**src/rtl/alarm_pkg.sv**
```systemverilog
// Shared types and BCD increment helpers for the multi-slot alarm engine.
// Pure declarations, no latency or flow control of their own.
package alarm_pkg;

    typedef struct packed {
        logic [3:0] h_tens;
        logic [3:0] h_ones;
        logic [3:0] m_tens;
        logic [3:0] m_ones;
    } bcd_time_t;

    typedef enum logic [1:0] {
        IDLE    = 2'd0,
        RINGING = 2'd1,
        SNOOZED = 2'd2
    } alarm_state_t;

    localparam logic [15:0] TIME_ZERO = 16'h0000;

    // Minutes wrap 59 -> 00 with no carry into the hours field.
    function automatic logic [7:0] bcd_min_inc(input logic [7:0] m);
        logic [7:0] r;
        if (m[3:0] == 4'd9) begin
            r = (m[7:4] == 4'd5) ? 8'h00 : {m[7:4] + 4'd1, 4'd0};
        end else begin
            r = {m[7:4], m[3:0] + 4'd1};
        end
        return r;
    endfunction

    function automatic logic [7:0] bcd_hour_inc(input logic [7:0] h);
        logic [7:0] r;
        if (h == 8'h23) begin
            r = 8'h00;
        end else if (h[3:0] == 4'd9) begin
            r = {h[7:4] + 4'd1, 4'd0};
        end else begin
            r = {h[7:4], h[3:0] + 4'd1};
        end
        return r;
    endfunction

endpackage

```
**src/rtl/alarm_slot.sv**
```systemverilog
// One alarm slot: BCD time and enable registers, edits land 1 cycle after the pulse.
// No backpressure; o_Match is combinational from registered state and i_Time.
module alarm_slot
    import alarm_pkg::*;
(
    input  logic        i_Clk,
    input  logic        i_Reset,
    input  logic        i_Minutes_Inc,
    input  logic        i_Hours_Inc,
    input  logic        i_Enable_Toggle,
    input  logic [15:0] i_Time,
    output logic [15:0] o_Time,
    output logic        o_Enabled,
    output logic        o_Match
);

    bcd_time_t alarm_time;

    always_ff @(posedge i_Clk) begin
        if (i_Reset) begin
            alarm_time <= TIME_ZERO;
            o_Enabled  <= 1'b0;
        end else begin
            if (i_Minutes_Inc) begin
                {alarm_time.m_tens, alarm_time.m_ones} <=
                    bcd_min_inc({alarm_time.m_tens, alarm_time.m_ones});
            end
            if (i_Hours_Inc) begin
                {alarm_time.h_tens, alarm_time.h_ones} <=
                    bcd_hour_inc({alarm_time.h_tens, alarm_time.h_ones});
            end
            if (i_Enable_Toggle) begin
                o_Enabled <= ~o_Enabled;
            end
        end
    end

    assign o_Time  = alarm_time;
    assign o_Match = o_Enabled && (alarm_time == i_Time);

endmodule

```
**src/rtl/multi_alarm_controller.sv**
```systemverilog
// N-slot alarm engine with ring/snooze/dismiss FSM; outputs registered, 1 cycle after the cause.
// No backpressure; snooze support built only when ALARM_SNOOZE_EN is defined.
module multi_alarm_controller
    import alarm_pkg::*;
#(
    parameter int NUM_ALARMS       = 4,
    parameter int RING_TIMEOUT_MIN = 5,
    parameter int SNOOZE_MIN       = 9,
    parameter int IDX_W            = (NUM_ALARMS > 1) ? $clog2(NUM_ALARMS) : 1
) (
    input  logic                  i_Clk,
    input  logic                  i_Reset,
    input  logic [15:0]           i_Time,
    input  logic                  i_Minute_Tick,
    input  logic [IDX_W-1:0]      i_Sel,
    input  logic                  i_Minutes_Inc,
    input  logic                  i_Hours_Inc,
    input  logic                  i_Enable_Toggle,
    input  logic                  i_Dismiss,
    input  logic                  i_Snooze,
    output logic [15:0]           o_Sel_Time,
    output logic [NUM_ALARMS-1:0] o_Enabled,
    output logic                  o_Ringing,
    output logic [IDX_W-1:0]      o_Ring_Id,
    output logic                  o_Snoozed
);

    logic [NUM_ALARMS-1:0] sel_hit;
    logic [NUM_ALARMS-1:0] match;
    logic [15:0]           slot_time [NUM_ALARMS];

    for (genvar g = 0; g < NUM_ALARMS; g++) begin : g_slot
        // An out-of-range i_Sel hits no slot, so its edits fall away.
        assign sel_hit[g] = (i_Sel == IDX_W'(g));

        alarm_slot u_slot (
            .i_Clk           (i_Clk),
            .i_Reset         (i_Reset),
            .i_Minutes_Inc   (i_Minutes_Inc & sel_hit[g]),
            .i_Hours_Inc     (i_Hours_Inc & sel_hit[g]),
            .i_Enable_Toggle (i_Enable_Toggle & sel_hit[g]),
            .i_Time          (i_Time),
            .o_Time          (slot_time[g]),
            .o_Enabled       (o_Enabled[g]),
            .o_Match         (match[g])
        );
    end

    always_comb begin
        o_Sel_Time = TIME_ZERO;
        for (int i = 0; i < NUM_ALARMS; i++) begin
            if (sel_hit[i]) o_Sel_Time = slot_time[i];
        end
    end

    logic             any_match;
    logic [IDX_W-1:0] match_id;

    always_comb begin
        any_match = 1'b0;
        match_id  = '0;
        for (int i = NUM_ALARMS - 1; i >= 0; i--) begin
            if (match[i]) begin
                any_match = 1'b1;
                match_id  = IDX_W'(i);
            end
        end
    end

    // Turning off the slot that is ringing counts as a dismiss.
    logic ring_off;
    logic stop;
    assign ring_off = i_Enable_Toggle && (i_Sel == o_Ring_Id) && |(sel_hit & o_Enabled);
    assign stop     = i_Dismiss || ring_off;

    alarm_state_t     state_q, state_d;
    logic [IDX_W-1:0] ring_id_d;
    logic [7:0]       timeout_cnt, timeout_d;

`ifdef ALARM_SNOOZE_EN
    logic [7:0] snooze_cnt, snooze_d;
`else
    logic unused_snooze;
    assign unused_snooze = i_Snooze ^ SNOOZE_MIN[0];
`endif

    always_comb begin
        state_d   = state_q;
        ring_id_d = o_Ring_Id;
        timeout_d = timeout_cnt;
`ifdef ALARM_SNOOZE_EN
        snooze_d  = snooze_cnt;
`endif
        case (state_q)
            IDLE: begin
                if (i_Minute_Tick && any_match && !i_Dismiss) begin
                    state_d   = RINGING;
                    ring_id_d = match_id;
                    timeout_d = '0;
                end
            end
            RINGING: begin
                if (stop) begin
                    state_d = IDLE;
`ifdef ALARM_SNOOZE_EN
                end else if (i_Snooze) begin
                    state_d  = SNOOZED;
                    snooze_d = '0;
`endif
                end else if (i_Minute_Tick) begin
                    timeout_d = timeout_cnt + 8'd1;
                    if (timeout_cnt + 8'd1 == 8'(RING_TIMEOUT_MIN)) state_d = IDLE;
                end
            end
`ifdef ALARM_SNOOZE_EN
            SNOOZED: begin
                if (stop) begin
                    state_d = IDLE;
                end else if (i_Minute_Tick) begin
                    snooze_d = snooze_cnt + 8'd1;
                    if (snooze_cnt + 8'd1 == 8'(SNOOZE_MIN)) begin
                        state_d   = RINGING;
                        timeout_d = '0;
                    end
                end
            end
`endif
            default: state_d = IDLE;
        endcase
    end

    always_ff @(posedge i_Clk) begin
        if (i_Reset) begin
            state_q     <= IDLE;
            o_Ring_Id   <= '0;
            timeout_cnt <= '0;
            o_Ringing   <= 1'b0;
            o_Snoozed   <= 1'b0;
`ifdef ALARM_SNOOZE_EN
            snooze_cnt  <= '0;
`endif
        end else begin
            state_q     <= state_d;
            o_Ring_Id   <= ring_id_d;
            timeout_cnt <= timeout_d;
            o_Ringing   <= (state_d == RINGING);
            o_Snoozed   <= (state_d == SNOOZED);
`ifdef ALARM_SNOOZE_EN
            snooze_cnt  <= snooze_d;
`endif
        end
    end

endmodule

```
**config.mk**
```make
export PLATFORM = sky130hd
export DESIGN_NAME = multi_alarm_controller
export DESIGN_NICKNAME = d
export VERILOG_FILES = /design/src/rtl/alarm_pkg.sv /design/src/rtl/alarm_slot.sv /design/src/rtl/multi_alarm_controller.sv
export SDC_FILE = /design/constraint.sdc
export NUM_CORES = 1
export LEC_CHECK = 0
export BUFFER_PORTS_ARGS = -buffer_cell sky130_fd_sc_hd__buf_2
export CORE_UTILIZATION = 45
export DETAILED_ROUTE_END_ITERATION = 10
export PLACE_DENSITY = 0.66
export SYNTH_ARGS = -nofsm -noshare
export SYNTH_HDL_FRONTEND = slang
export SYNTH_SLANG_ARGS = --single-unit
```
**constraint.sdc**
```tcl
create_clock -name i_Clk -period 2.2 [get_ports i_Clk]
set_input_delay 0.22 -clock i_Clk [delete_from_list [all_inputs] [get_ports i_Clk]]
set_output_delay 0.22 -clock i_Clk [all_outputs]
set_load 0.005 [all_outputs]
```
---- Word level (Yosys, flattened, before mapping) ----
Index checks and enable logic that the tools add are counted.
storage, ports and cells
  register bits ........................... 82
  bits of input ports ..................... 26
  output and inout bits ................... 24
  word-level logic and storage cells ...... 155
cells by class
  $add $sub $neg .......................... 17
  eq/ne operators ......................... 31
  mux-type cells .......................... 37
  bitwise logic cells ..................... 17
  reduce and logical (&&, ||, !) cells .... 28
operator list
  kind                                           number
  2-to-1 mux 8 bit                               15
  adder 4 x 1 -> 4 bit, second input constant    16
  == test 16 bit                                 4
  2-to-1 mux 16 bit                              4
  == test 4 bit, second input constant           8
  == test 8 x 6 -> 1 bit, second input constant  4
  AND reduction 2 bit                            9
  == test 4 x 3 -> 1 bit, second input constant  4
  2-to-1 mux 2 bit                               8
  2-to-1 mux 4 bit                               4
  case mux 8 bit (2 select lines)                1
  AND 1 bit                                      12
  nonzero test 2 bit                             5
  adder 8 x 1 -> 8 bit, second input constant    1
  == test 8 x 3 -> 1 bit, second input constant  1
  logical AND 1 bit                              8
  == test 2 x 1 -> 1 bit, second input constant  3
  == test 2 bit, second input constant           3
  inequality test 2 bit, second input constant   3
  AND 4 bit                                      1
  logical NOT 2 bit                              2
  2-to-1 mux 1 bit                               4
  NOT 1 bit                                      4
  case mux 2 bit (2 select lines)                1
  other kinds (5)                                5

---- Longest topological paths before layout ----
  word-level depth ........................ 11
  depth in mapped cells ................... 10
  gate-level depth less buffers ........... 8

---- Hierarchy ----
A second synthesis with hierarchy kept.
second synthesis, totals
  cells, all modules ...................... 566
  area total of the unflattened synthesis .. 5251.3 µm²
by module, submodules not included
  module                  instances  cells an instance  area each (µm²)  seq. area each (µm²)
  alarm_slot              4          109                989.7            340.3
  multi_alarm_controller  1          130                1292.5           280.3

---- Worst setup path after synthesis ----
No wires, ideal clock.
  path kind ............................... reg-to-reg
  start point ............................. reg g_slot[0].u_slot.alarm_time, in the netlist g_slot[0].u_slot.o_Time[1]
  end point ............................... reg timeout_cnt[3]
  library setup time ...................... 0.117 ns
  arrival ................................. 2.055 ns
  required time ........................... 2.083 ns
  path slack .............................. 0.028 ns
  cell stages (with the launch flop) ...... 11
  buffers on the path ..................... 3
  period minus slack after synthesis ...... 2.172 ns
  path through ............................ dfxtp_1 > buf_2 > xnor2_1 > and4_4 > and3_4 > a22oi_2 > or3b_1 > buf_6 > or2_1 > buf_6 > a32o_1
between the ends
  cells in the longest elaborated chain, start to end .. 7
RTL lines
  element                                 line                           text
  start, declared                         alarm_slot.sv:17               bcd_time_t alarm_time;
  == test 16 bit                          alarm_slot.sv:39               assign o_Match = o_Enabled && (alarm_time == i_Time);
  logical AND 1 bit                       alarm_slot.sv:39
  2-to-1 mux 1 bit                        multi_alarm_controller.sv:63   if (match[i]) begin
  logical AND 1 bit (2 in a row)          multi_alarm_controller.sv:96   if (i_Minute_Tick && any_match && !i_Dismiss) begin
  inequality test 2 bit (no source line)  n/a
  AND reduction 4 bit (no source line)    n/a
  end signal, assigned                    multi_alarm_controller.sv:145  timeout_cnt <= timeout_d;
  end, declared                           multi_alarm_controller.sv:78   logic [7:0] timeout_cnt, timeout_d;
No other way between the ends.
A chain may end at the register's enable or synchronous reset.

---- Worst setup path after layout ----
  start point ............................. reg g_slot[2].u_slot.alarm_time, in the netlist g_slot[2].u_slot.o_Time[12]
  end point ............................... reg timeout_cnt[4]
between the ends
  cells in the longest elaborated chain, start to end .. 9
RTL lines
  element                                 line
  start, declared                         alarm_slot.sv:17
  == test 16 bit                          alarm_slot.sv:39
  logical AND 1 bit                       alarm_slot.sv:39
  2-to-1 mux 1 bit (3 in a row)           multi_alarm_controller.sv:63
  logical AND 1 bit (2 in a row)          multi_alarm_controller.sv:96
  inequality test 2 bit (no source line)  n/a
  AND reduction 4 bit (no source line)    n/a
No other way between the ends.

==> flow_summary_export.csv <==
group,metric,value,unit
clock_network,clk_pin_slew,0.06,ns
worst_setup_path,slowest_delay,0.55,ns
finish,n_fill_cell,1000,
timing,rsz0062_at_grt,"true",
run_status,status,"finished clean",
clock_network,cts_made_buffers,9,
power,ir_drop,0.435,mV
place,dp_cells,861,
clock_network,cts_tree,"built",
job,maxCapViolations,0,
route,drc,0,
floorplanning,start_util,46.4,%
clock_network,clock_path_buffers,2,
logic_synthesis,syn_avg_cell_area,8.63,um2
clock_network,root_buffer,"clkbuf_16",
power,leakage,2.74,nW
timing,setup_slack,0.0572,ns
finish,synthToLayoutAreaGrowth,22.7,%
clock_network,insertion_delay,0.35,ns
place,pre_cts_ws,-0.117,ns
logic_synthesis,synth_area,5320,um2
power,powerDensity,507,nW/um2
worst_setup_path,crit_slowest_cell,"or4_1",
timing,relSlewSlack,63.8,%
place,dp_hpwl,12.2,mm
finish,layout.cells.non_filler,877,
logic_synthesis,synth_edf_count,0,
timing,setup-violations-final,0,
timing,maxSlewViolCount,0,
global_routing,grt_pass1_wl,24.8,mm
route,drtIter0Drc,426,
logic_synthesis,synth_flop_cell,"dfxtp_1",
route,wl_per_cell,17.7,um
finish,nNetsFinal,773,
timing,worst_pin_slew,0.543,ns
global_routing,grt_antenna_before_repair,0,
route,via_per_inst,5.68,
worst_setup_path,reg2regPathDepth,8,
place,gp_congestion,0.917,
timing,hold_viol_final,0,
worst_setup_path,crit_type,"reg -> reg",
route,wl,15.5,mm
logic_synthesis,ys_seq_area_share,30.8,%
logic_synthesis,ys_ff_latch,82,
clock_network,cts_hold_buf,0,
clock_network,cts_setup_buffers,0,
clock_network,htreeDepth,3,
worst_setup_path,worstPathRequired,2.44,ns
floorplanning,die_h,111,um
worst_setup_path,crit_arrival,2.38,ns
finish,mostFrequentLayoutCells,"buf_4 (82), dfxtp_1 (78), nor2_1 (66)",
finish,final_common_cell,"buf_4",
clock_network,clock-sinks,82,
worst_setup_path,start_kind,"register",
route,num_vias,4980,
global_routing,grt_pass1_vias,4770,
worst_setup_path,end_kind,"register",
timing,fin_crit_sh,97.4,%
global_routing,grt_max_degree,26,
floorplanning,pin_count,50,
global_routing,grt-ovfl-total,0,
logic_synthesis,netlist_instances,617,
global_routing,grt.total_usage,26.0,%
route,first_pass_iters,5,
worst_hold_path,min_path_cells,4,
place,port_buffers,48,
floorplanning,design.core.area,11500,um2
logic_synthesis,yosysWarnings,0,
worst_hold_path,hp-class,"in -> reg",
floorplanning,die_w,111,um
finish,drive_gt1_share,24.5,%
timing,fin_skew,0.00995,ns
logic_synthesis,synthArstFlopShare,0,%
timing,fin_crit,2.14,ns
floorplanning,die-area,12300,um2
logic_synthesis,ys_types,54,
finish,num_antenna_cells,0,
floorplanning,rows,39,
route,postRouteAntennaNets,0,
worst_setup_path,cp_cell_sequence,"xor2_1, or4_1, nor4_2, buf_4, a22oi_2, or3b_4, nor3_2, a211o_1",
timing,max_freq,467,MHz
worst_setup_path,crit_fanout,4,
## synth_stat cells (16+ instances only)
cell	count	area share (%)
dfxtp_1	82	31
nor3_1	16	1.5
and3_1	20	2.4
nor4_1	20	2.4
mux4_2	17	7.2
o21ai_0	21	2.0
clkbuf_1	16	1.1
nand3_1	22	2.1
xor2_1	60	9.9
nand2_1	40	2.8
inv_1	20	1.4
ha_1	18	4.2
xnor2_1	41	6.7
a21oi_1	25	2.4
nand2b_1	17	2.0
nor2_1	66	4.7
## kinds of logic after synthesis
kind of cell | after synthesis | synth area share (%)
AO/OA/AOI/OAI | 76 | 8.98
adder cells (fa/ha/maj) | 18 | 4.23
buffers and inverters | 50 | 4.23
other | 1 | 0.0704
flip-flops | 82 | 30.8
AND/OR/NAND/NOR | 264 | 26.3
multiplexers | 25 | 8.70
XOR/XNOR | 101 | 16.6
## critical path: cells and delay by family (launching register included)
kind	cells	cell delay, ns
xor gates and xnor gates	1	0.16
buffers and inverters	1	0.15
AOI/OAI and AO/OA	2	0.37
DFF	1	0.32
and+or+nand+nor	4	1.04
## timing repair
item	4_1_cts	5_1_grt
endpoints found under the setup margin	8	7
resized for setup	3	10
pin swaps	1	4
## sequential cells by signal, summed over array words and instances (netlist names)
| name | flops |
|---|---|
| o_Ring_Id | 2 |
| g_slot.u_slot.o_Time | 64 |
| g_slot.u_slot.o_Enabled | 4 |
| timeout_cnt | 8 |
| o_Ringing | 1 |
| o_Snoozed | 1 |
| state_q | 2 |
## area by class of cell
class	count	area, um2	share of cell area, %
multi-input cells	486	3510	53.8
repair buffers	130	856	13.1
clock inverters	5	31.3	0.479
flip-flops and latches	82	1650	25.2
inverters	20	75.1	1.15
well taps	143	179	2.74
clock buffers	11	233	3.56
## metrics by stage
step	util [%]	hold slack [ns]	TNS (ns)	power, mW	cell area [um2]
floorplan	-	0.424	0	1.77	5330
global placement	54.2	0.471	-0.291	1.92	6210
detailed placement	54.2	0.484	-0.574	1.93	6210
CTS	56.6	0.236	0	3.32	6490
global route	57.0	0.264	-0.00894	3.42	6530
finish	57.0	0.245	0	3.31	6530
## routing by layer
metal | share of wire [%] | vias up | routed length (um) | global-route usage (%)
met5 | 0 | - | 0 | 0
met4 | 2.8 | 0 | 430 | 12.4
met3 | 7.5 | 34 | 1170 | 4.10
met2 | 46 | 196 | 7130 | 40.8
met1 | 44 | 2370 | 6810 | 34.9
li1 | - | 2380 | - | -
## where the power goes
group | leakage [nW] | total (mW) | switching (mW) | internal (mW)
registers | 0.665 | 1.53 | 0.0219 | 1.50
clock network | 0.129 | 1.40 | 0.642 | 0.762
logic | 1.94 | 0.384 | 0.227 | 0.158
total | 2.74 | 3.31 | 0.890 | 2.42
## path summary, 6_finish.rpt
check / start / to / slack, ns
min: i_Enable_Toggle / g_slot[2].u_slot.o_Enabled / 0.24
max: g_slot[2].u_slot.o_Time[12] / timeout_cnt[4] / 0.06
max reg2reg: g_slot[2].u_slot.o_Time[12] / timeout_cnt[4] / 0.06
min reg2reg: timeout_cnt[7] / timeout_cnt[7] / 0.49
Note: power is estimated with default switching activity, not from simulation.
